==> src/rtl/pipe_wb_buf_if.sv <==
// pipe_wb_buf_if: MEM->WB writeback buffer bus.
// Carries the MEM push side, the WB pop handshake, the flush and the occupancy.
// "master" is the MEM/WB side; "slave" is the buffer itself.
interface pipe_wb_buf_if #(
    parameter int DEPTH = 4,
    parameter int DW    = 32,
    parameter int AW    = 5
);
    localparam int CW = $clog2(DEPTH) + 1;

    logic          in_valid;
    logic          in_ready;
    logic          in_wb_e;
    logic [DW-1:0] in_data;
    logic [AW-1:0] in_idx;
    logic          flush;
    logic          buf_avail;
    logic          buf_re;
    logic          buf_rack;
    logic          wb_e;
    logic [DW-1:0] dout;
    logic [AW-1:0] idxout;
    logic [CW-1:0] count;

    modport master (
        output in_valid, in_wb_e, in_data, in_idx, flush, buf_re,
        input  in_ready, buf_avail, buf_rack, wb_e, dout, idxout, count
    );

    modport slave (
        input  in_valid, in_wb_e, in_data, in_idx, flush, buf_re,
        output in_ready, buf_avail, buf_rack, wb_e, dout, idxout, count
    );
endinterface

==> src/rtl/pipe_wb_buf.sv <==
// pipe_wb_buf: elastic MEM->WB buffer.
// Queues {wb_e, data, idx} records from MEM in a circular array and hands them
// to WB one at a time over buf_avail / buf_re / buf_rack. A pop loads the
// output registers and raises buf_rack for exactly one cycle, so WB sees at
// most one record every two cycles even with buf_re held high.
// Optional feature: define PIPE_WB_BUF_BYPASS_EN to let a record arriving at
// an empty buffer go straight to the output registers when WB is asking.
module pipe_wb_buf #(
    parameter int DEPTH = 4,
    parameter int DW    = 32,
    parameter int AW    = 5
) (
    input  logic              clk,
    input  logic              rst,
    pipe_wb_buf_if.slave      bus
);
    localparam int PW = $clog2(DEPTH);
    localparam int CW = PW + 1;
    localparam int RW = 1 + DW + AW;
    localparam logic [CW-1:0] FULL_CNT = CW'(DEPTH);

    logic [RW-1:0] mem [DEPTH];
    logic [PW-1:0] wr_ptr;
    logic [PW-1:0] rd_ptr;
    logic [CW-1:0] count_q;
    logic          rack_q;
    logic          wbe_q;
    logic [DW-1:0] dout_q;
    logic [AW-1:0] idx_q;

    logic          full;
    logic          empty;
    logic          bypass;
    logic          push;
    logic          pop;
    logic [RW-1:0] head;

    assign full  = (count_q == FULL_CNT);
    assign empty = (count_q == '0);
    assign head  = mem[rd_ptr];

    assign bus.in_ready  = !full;
    assign bus.buf_avail = !empty;
    assign bus.count     = count_q;
    assign bus.buf_rack  = rack_q;
    assign bus.wb_e      = wbe_q;
    assign bus.dout      = dout_q;
    assign bus.idxout    = idx_q;

    // Decide this cycle's push, pop and (optionally) bypass; flush overrides all.
    always_comb begin
        bypass = 1'b0;
`ifdef PIPE_WB_BUF_BYPASS_EN
        bypass = empty && bus.in_valid && bus.buf_re && !rack_q && !bus.flush;
`else
        bypass = 1'b0;
`endif
        push = bus.in_valid && !full && !bus.flush && !bypass;
        pop  = bus.buf_re && !empty && !rack_q && !bus.flush;
    end

    // Record storage; contents need no reset because count gates every read.
    always_ff @(posedge clk) begin
        if (push) begin
            mem[wr_ptr] <= {bus.in_wb_e, bus.in_data, bus.in_idx};
        end
    end

    // Pointers and occupancy; flush empties the queue by catching rd_ptr up.
    always_ff @(posedge clk or posedge rst) begin
        if (rst) begin
            wr_ptr  <= '0;
            rd_ptr  <= '0;
            count_q <= '0;
        end else if (bus.flush) begin
            rd_ptr  <= wr_ptr;
            count_q <= '0;
        end else begin
            if (push) begin
                wr_ptr <= wr_ptr + PW'(1);
            end
            if (pop) begin
                rd_ptr <= rd_ptr + PW'(1);
            end
            if (push && !pop) begin
                count_q <= count_q + CW'(1);
            end else if (pop && !push) begin
                count_q <= count_q - CW'(1);
            end
        end
    end

    // Output registers load on pop or bypass and hold until the next one.
    always_ff @(posedge clk or posedge rst) begin
        if (rst) begin
            rack_q <= 1'b0;
            wbe_q  <= 1'b0;
            dout_q <= '0;
            idx_q  <= '0;
        end else begin
            rack_q <= pop || bypass;
            if (pop) begin
                {wbe_q, dout_q, idx_q} <= head;
            end else if (bypass) begin
                {wbe_q, dout_q, idx_q} <= {bus.in_wb_e, bus.in_data, bus.in_idx};
            end
        end
    end

`ifndef SYNTHESIS
    a_count_range: assert property (@(posedge clk) disable iff (rst)
        count_q <= FULL_CNT);
    a_no_overflow: assert property (@(posedge clk) disable iff (rst)
        !(push && full));
    a_no_underflow: assert property (@(posedge clk) disable iff (rst)
        !(pop && empty));
`endif
endmodule

==> src/flat_wrapper.sv <==
// flat-port wrapper written by rule: the top's interface ports become plain ports
module pipe_wb_buf_flat 
#(
    parameter int DEPTH = 4,
    parameter int DW    = 32,
    parameter int AW    = 5
)
  (clk, rst, bus_in_valid, bus_in_wb_e, bus_in_data, bus_in_idx, bus_flush, bus_buf_re, bus_in_ready, bus_buf_avail, bus_buf_rack, bus_wb_e, bus_dout, bus_idxout, bus_count);
  pipe_wb_buf_if #(.DEPTH(DEPTH), .DW(DW), .AW(AW)) bus_i ();
  input  logic clk;
  input  logic rst;
  input wire logic [$bits(bus_i.in_valid)-1:0] bus_in_valid;
  input wire logic [$bits(bus_i.in_wb_e)-1:0] bus_in_wb_e;
  input wire logic [$bits(bus_i.in_data)-1:0] bus_in_data;
  input wire logic [$bits(bus_i.in_idx)-1:0] bus_in_idx;
  input wire logic [$bits(bus_i.flush)-1:0] bus_flush;
  input wire logic [$bits(bus_i.buf_re)-1:0] bus_buf_re;
  output wire logic [$bits(bus_i.in_ready)-1:0] bus_in_ready;
  output wire logic [$bits(bus_i.buf_avail)-1:0] bus_buf_avail;
  output wire logic [$bits(bus_i.buf_rack)-1:0] bus_buf_rack;
  output wire logic [$bits(bus_i.wb_e)-1:0] bus_wb_e;
  output wire logic [$bits(bus_i.dout)-1:0] bus_dout;
  output wire logic [$bits(bus_i.idxout)-1:0] bus_idxout;
  output wire logic [$bits(bus_i.count)-1:0] bus_count;
  assign bus_i.in_valid = bus_in_valid;
  assign bus_i.in_wb_e = bus_in_wb_e;
  assign bus_i.in_data = bus_in_data;
  assign bus_i.in_idx = bus_in_idx;
  assign bus_i.flush = bus_flush;
  assign bus_i.buf_re = bus_buf_re;
  assign bus_in_ready = bus_i.in_ready;
  assign bus_buf_avail = bus_i.buf_avail;
  assign bus_buf_rack = bus_i.buf_rack;
  assign bus_wb_e = bus_i.wb_e;
  assign bus_dout = bus_i.dout;
  assign bus_idxout = bus_i.idxout;
  assign bus_count = bus_i.count;
  pipe_wb_buf #(.DEPTH(DEPTH), .DW(DW), .AW(AW)) u_core (.clk(clk), .rst(rst), .bus(bus_i));
endmodule
==> config.mk <==
export PLATFORM = sky130hd
export DESIGN_NAME = pipe_wb_buf_flat
export DESIGN_NICKNAME = d
export VERILOG_FILES = /design/src/rtl/pipe_wb_buf_if.sv /design/src/rtl/pipe_wb_buf.sv /design/src/flat_wrapper.sv
export SDC_FILE = /design/constraint.sdc
export NUM_CORES = 1
export LEC_CHECK = 0
export ABC_AREA = 1
export BUFFER_PORTS_ARGS = -buffer_cell sky130_fd_sc_hd__buf_4
export CAP_MARGIN = 20
export CELL_PAD_IN_SITES_DETAIL_PLACEMENT = 0
export CELL_PAD_IN_SITES_GLOBAL_PLACEMENT = 2
export CORE_UTILIZATION = 25
export CTS_CLUSTER_SIZE = 40
export DETAILED_ROUTE_END_ITERATION = 8
export GPL_TIMING_DRIVEN = 0
export HOLD_SLACK_MARGIN = 0.05
export PLACE_DENSITY_LB_ADDON = 0.1
export SYNTH_ARGS = -nofsm -noshare
export SYNTH_HDL_FRONTEND = slang
export SYNTH_SLANG_ARGS = --single-unit
export TNS_END_PERCENT = 5
==> constraint.sdc <==
create_clock -name clk -period 4.15 [get_ports clk]
set_input_delay 0.2075 -clock clk [delete_from_list [all_inputs] [get_ports clk]]
set_output_delay 0.2075 -clock clk [all_outputs]
set_load 0.01 [all_outputs]
Word level (Yosys, flattened, before mapping)
Memory sizes are Yosys's and may differ from the RTL's. A register that Yosys moved wholly into a read port is not among the register bits.
Index checks and enable logic that the tools add are counted.
W data, S select, Z words.
{ "op_classes": {"n_addsub": 4, "eq_ne": 1, "muxes": 7, "n_bitwise": 1, "n_reduce_logical": 17} }
{ "ops": {"columns": ["op", "n"], "rows": [
  ["$mux W3", 3],
  ["$logic_and A1 B1 Y1", 7],
  ["$logic_not A1 Y1", 6],
  ["$add A2 B1 Y2 const B", 2],
  ["$mux W2", 2],
  ["$add A3 B1 Y3 const B", 1],
  ["$eq A3 B3 Y1 const B", 1],
  ["$logic_not A3 Y1", 1],
  ["$reduce_bool A3 Y1", 1],
  ["$sub A3 B1 Y3 const B", 1],
  ["$mux W1", 2],
  ["$reduce_and A2 Y1", 1],
  ["$reduce_bool A2 Y1", 1],
  ["$not A1 Y1", 1]
]} }
{ "word_totals": {"regBits": 8, "ram_bits": 152, "output_inout_bits": 44, "elab_cells": 35, "memories": 1} }
{ "mem_list": {"columns": ["memory", "words", "width", "rd", "rd_clocked_by_memory_dff", "wr", "line_no", "source"], "rows": [
  ["u_core.mem", 4, 38, 1, 1, 1, "pipe_wb_buf.sv:22", "logic [RW-1:0] mem [DEPTH];"]
]} }

Depth between registers and ports, before layout
{ "logic_depth": {"word_depth": 9, "ltp_mapped": 12, "depth_no_buf": 12} }

Least setup slack after synthesis
No wires, ideal clock.
{ "synth_path": {"path_kind": "register to register", "start": "register u_core.count_q[0] (netlist: u_core.bus.count[0])", "end": "memory u_core.mem[0][0] (netlist name) (enable)", "setup_time_ps": 433, "arrival_ps": 2428, "required_time_ps": 3717, "path_slack_ps": 1289, "path_stages_with_launch": 5, "n_path_buf": 0, "period_less_slack_ps": 2861, "path_cell_list": "dfrtp_1 nor2_4 nand2_1 nand3_1 nor2_1"} }
{ "synth_via": {"elab_chain_cells": 6} }
{ "synth_lines": {"columns": ["element", "line_no", "source"], "rows": [
  ["start: declaration", "pipe_wb_buf.sv:25", "logic [CW-1:0] count_q;"],
  ["start signal: assignment", "pipe_wb_buf.sv:86", "count_q <= count_q + CW'(1);"],
  ["start signal: assignment", "pipe_wb_buf.sv:88", "count_q <= count_q - CW'(1);"],
  ["$eq A3 B3 Y1", "pipe_wb_buf.sv:38", "assign full = (count_q == FULL_CNT);"],
  ["$logic_not A1 Y1", null, null],
  ["net bus_in_ready", "flat_wrapper.sv:18", "output wire logic [$bits(bus_i.in_ready)-1:0] bus_in_ready;"],
  ["$logic_and A1 B1 Y1 (2 in series)", "pipe_wb_buf.sv:58", "push = bus.in_valid && !full && !bus.flush && !bypass;"],
  ["$mux W1", "pipe_wb_buf.sv:64", "if (push) begin"],
  ["$mux W1 (not written as such)", "pipe_wb_buf.sv:65", "mem[wr_ptr] <= {bus.in_wb_e, bus.in_data, bus.in_idx};"],
  ["end: declaration", "pipe_wb_buf.sv:22", null]
]} }
The timed path passes the listed nets, and every way through them passes these cells.

Final worst setup path
{ "layout_path": {"start": "register u_core.count_q[2] (netlist: u_core.bus.count[2])", "end": "memory u_core.mem[3][35] (netlist name) (enable)"} }
{ "layout_via": {"elab_chain_cells": 6} }
{ "layout_lines": {"columns": ["element", "line_no"], "rows": [
  ["$eq A3 B3 Y1", "pipe_wb_buf.sv:38"],
  ["$logic_not A1 Y1", "pipe_wb_buf.sv:58"],
  ["$logic_and A1 B1 Y1 (2 in series)", "pipe_wb_buf.sv:58"],
  ["$mux W1", "pipe_wb_buf.sv:64"],
  ["$mux W1 (not written as such)", "pipe_wb_buf.sv:65"]
]} }
No other way between the ends.

==> impl_results.md <==
* DIE HEIGHT at between 150 and 200 um
* Initial Util at ~26%
* Pre-CTS WS at roughly 1800 ps
* Port Buffers at between 80 and 90
* Sequential area share after synthesis at around 75%
* Largest net degree at the start of global routing at 27
* R2r startpoint: u_core.bus.count[2]$_DFFE_PP0P_
* Placed cell area at 8930 um2
* GP Congestion at between 0.6 and 0.7
* Total GRT Usage at approximately 14%
* Total gr overflow at 0
* First-pass GRT wire length at ~32 mm
* DR vias at approximately 5,100
* Worst Path Required at approximately 4300 ps
* Maximum VDD drop at 0.333 mV
* DR DRC count at 0
* Core area at 29,900 um2
* Combinational Power Share at 33.1%
* Switching power at roughly 2.3 mW
* Sw frac at between 30% and 40%
* Outcome: complete, no violations
* First-pass iteration count of the detailed router at 4
* Post-Syn Nets at around 650
* Hold Path Origin: bus_flush
* Synthesized cell area at between 7000 and 8000 um2
* Final setup TNS at 0 ps
* CP cell instances: nand2_1 > nand3_1 > nor2_4 > buf_12
* Cts bufs inserted at 17
* Die X at around 180 um
* Vias in the first global route at 5,136
* Final setup viols at 0
* Area contributors post-synth: edfxtp_1 (60%), dfrtp_1 (15%), o21ai_0 (6.9%)
* Tightest Pin Transition at 789 ps
* Yosys warnings at 0
* Gate Count Post-Synth at between 600 and 700
* Worst setup margin at roughly 1800 ps
* Final worst-path cycle share at 55.7%
* Layout area overhead at 29.1%
* Max Buffers Root-to-Sink at 2
* CP startpoint: u_core.bus.count[2]$_DFFE_PP0P_
* Routed Antenna Nets at 0
* Fill cells at 2,975
* Skew final at about 15 ps
* Routed length per instance at 18.4 um
* Final hold slack at 160 ps
* Htree depth at 4
* CP max FO at 20
* Peak Freq at approximately 0.43 GHz
* Clock root buffer: clkbuf_16
* Worst Path Arrival at about 2400 ps
* Hold_buf cts at 39
* Share of the synthesized area in the top cell type at about three fifths
* DR iter-0 viols at between 200 and 300
* Startpoint types: register
* Share of cells above drive strength 1 at between 20% and 30%
* Final instance area at 9890 um2
* RSZ-0062 raised after global routing: no
* LEAKAGE at 3.74 nW
* Pwr Density at 647 nW/um2
* Clock-pin slew on the worst setup and hold paths at 70 ps
* Detailed placement HPWL at 13.1 mm
* # Post-CTS Setup Buffers at 0
* Buf+Inv Stages, Crit Path at 1
* Antenna Cells at 0
* Skew-Pair Late Insertion Delay at about 430 ps
* Synth Register Bits at between 150 and 200
* CP max stage delay at roughly 750 ps
* Vias per Instance at 4.38
* Area leader, netlist: edfxtp_1
* Rel. slew slack at 47.3%
* CTS tree: built
* P_int at ~4.1 mW
* Fin. Hold Viols at 0
* Critical-path top delay cell: nor2_4
* Max-cap violation count at 0
* Fin nets at approximately 800
* Avg Inst Size Synth at around 13 um2
* Clock power share at 25.5%
* Hold Crit Class: in2reg
* Tmin final at around 2300 ps
* Final Max Tran Viols at 0
* Site Rows at 63
* Crit path capture type: register
* Sequential power share at between 40% and 50%
* Critical path class: reg2reg
* Synth unique cells at 26
* Total Routed Length at 21.2 mm
* Die area at between 30,000 and 40,000 um2
* Antenna violations before repair at 0
* PostCTS Resize Cnt at 0
* CTS Sinks at about 200
* Total I/O pin count at between 80 and 90
* CP top delay family: simple AND/OR/NAND/NOR gates
==> layer usage <==
metal  vias to the layer above  wire length (um)  track usage, %
met5                         -                 0               0
met4                         0               221            3.74
met3                        12               779            2.43
met2                       112             10400            23.9
met1                      2496              9840            18.3
li1                       2433                 -               -
==> Yosys cell counts, drive strengths merged <==
| cell | number |
|---|---|
| fa | 1 |
| o22ai | 38 |
| xnor2 | 1 |
| dfrtp | 46 |
| o211ai | 1 |
| o21ai | 116 |
| a21oi | 1 |
| nand2 | 97 |
| edfxtp | 152 |
| buf | 21 |
| nand3 | 6 |
| ha | 4 |
| xor2 | 1 |
| clkbuf | 15 |
| nor2 | 84 |
| inv | 17 |
==> logic make-up after synthesis <==
kind of cell	Yosys count	synth area share, %
adders and majority gates	5	0.914
and+or+nand+nor	187	9.88
buffers and inverters	53	3.51
DFF	198	74.6
AOI/OAI and AO/OA	156	10.9
xor gates and xnor gates	2	0.229
==> registers in the layout, indices dropped and copies added, names as in the netlist <==
signal / cells
u_core.bus.idxout: 5
u_core.bus.dout: 32
u_core.rd_ptr: 2
u_core.mem: 152
u_core.bus.wb_e: 1
u_core.wr_ptr: 2
u_core.bus.count: 3
u_core.bus.buf_rack: 1
==> worst register-to-register path, cell delays in order, from the launching register on <==
cell and delay [ps]:
dfrtp_1 480, nand2_1 130, nand3_1 350, nor2_4 750, buf_12 270
==> per-stage QoR <==
step / cells / total power, mW / utilization (%)
after floorplan: 601 / 3.86 / -
after global placement: 1077 / 4.80 / 29.4
after detailed placement: 1082 / 4.84 / 29.9
after CTS: 1153 / 6.51 / 33.1
after global routing: 1153 / 6.82 / 33.1
final: 1153 / 6.40 / 33.1
==> power groups by stage <==
| stage | Sequential, mW | Combinational (mW) | Clock [mW] |
|---|---|---|---|
| after floorplan | 2.77 | 1.09 | 0 |
| after global placement | 2.71 | 2.09 | 0 |
| after detailed placement | 2.70 | 2.14 | 0 |
| after CTS | 2.66 | 2.18 | 1.68 |
| after global routing | 2.70 | 2.37 | 1.74 |
| final | 2.66 | 2.12 | 1.63 |
==> cells in the final DEF (no fill, tap or decap) <==
cell type / instances
edfxtp_1: 152
o21ai_0: 105
nand2_1: 92
buf_4: 88
nor2_1: 78
dfrtp_1: 46
dlygate4sd3_1: 39
o22ai_1: 38
clkbuf_16: 17
clkbuf_1: 14
buf_2: 12
inv_1: 11
o21ai_1: 11
nor2_4: 6
inv_2: 6
buf_6: 6
buf_12: 5
nand3_1: 4
ha_1: 4
clkinv_4: 4
inv_8: 4
nand2_2: 3
nand2_4: 2
clkbuf_2: 2
nand3_2: 2
clkinv_2: 2
inv_6: 2
buf_1: 1
a21oi_2: 1
xnor2_1: 1
xor2_1: 1
o211ai_1: 1
fa_1: 1
bufinv_16: 1
clkinvlp_4: 1
==> path summary, 6_finish.rpt <==
check / to / slack, ps / depth (start not counted)
min reg2reg: u_core.bus.dout[12]$_DFFE_PP0P_ / 490 / 2
max: u_core.mem[3][35]$_DFFE_PP_ / 1840 / 4
max reg2reg: u_core.mem[3][35]$_DFFE_PP_ / 1840 / 4
min in group asynchronous: u_core.bus.dout[21]$_DFFE_PP0P_ / 390 / 3
min: u_core.bus.count[1]$_DFFE_PP0P_ / 160 / 4
max in group asynchronous: u_core.bus.dout[17]$_DFFE_PP0P_ / 3190 / 4
==> final cells by class <==
| class | count | area [um2] | area share, % |
|---|---|---|---|
| multi-input combinational | 350 | 1710 | 17.3 |
| buffer | 36 | 205 | 2.07 |
| sequential | 198 | 5720 | 57.8 |
| inverter | 17 | 63.8 | 0.645 |
| timing repair buffer | 130 | 1140 | 11.5 |
| clock buffer | 18 | 429 | 4.34 |
| clock inverter | 14 | 145 | 1.47 |
| tap | 390 | 488 | 4.93 |
Note: power is estimated with default switching activity, not from simulation.
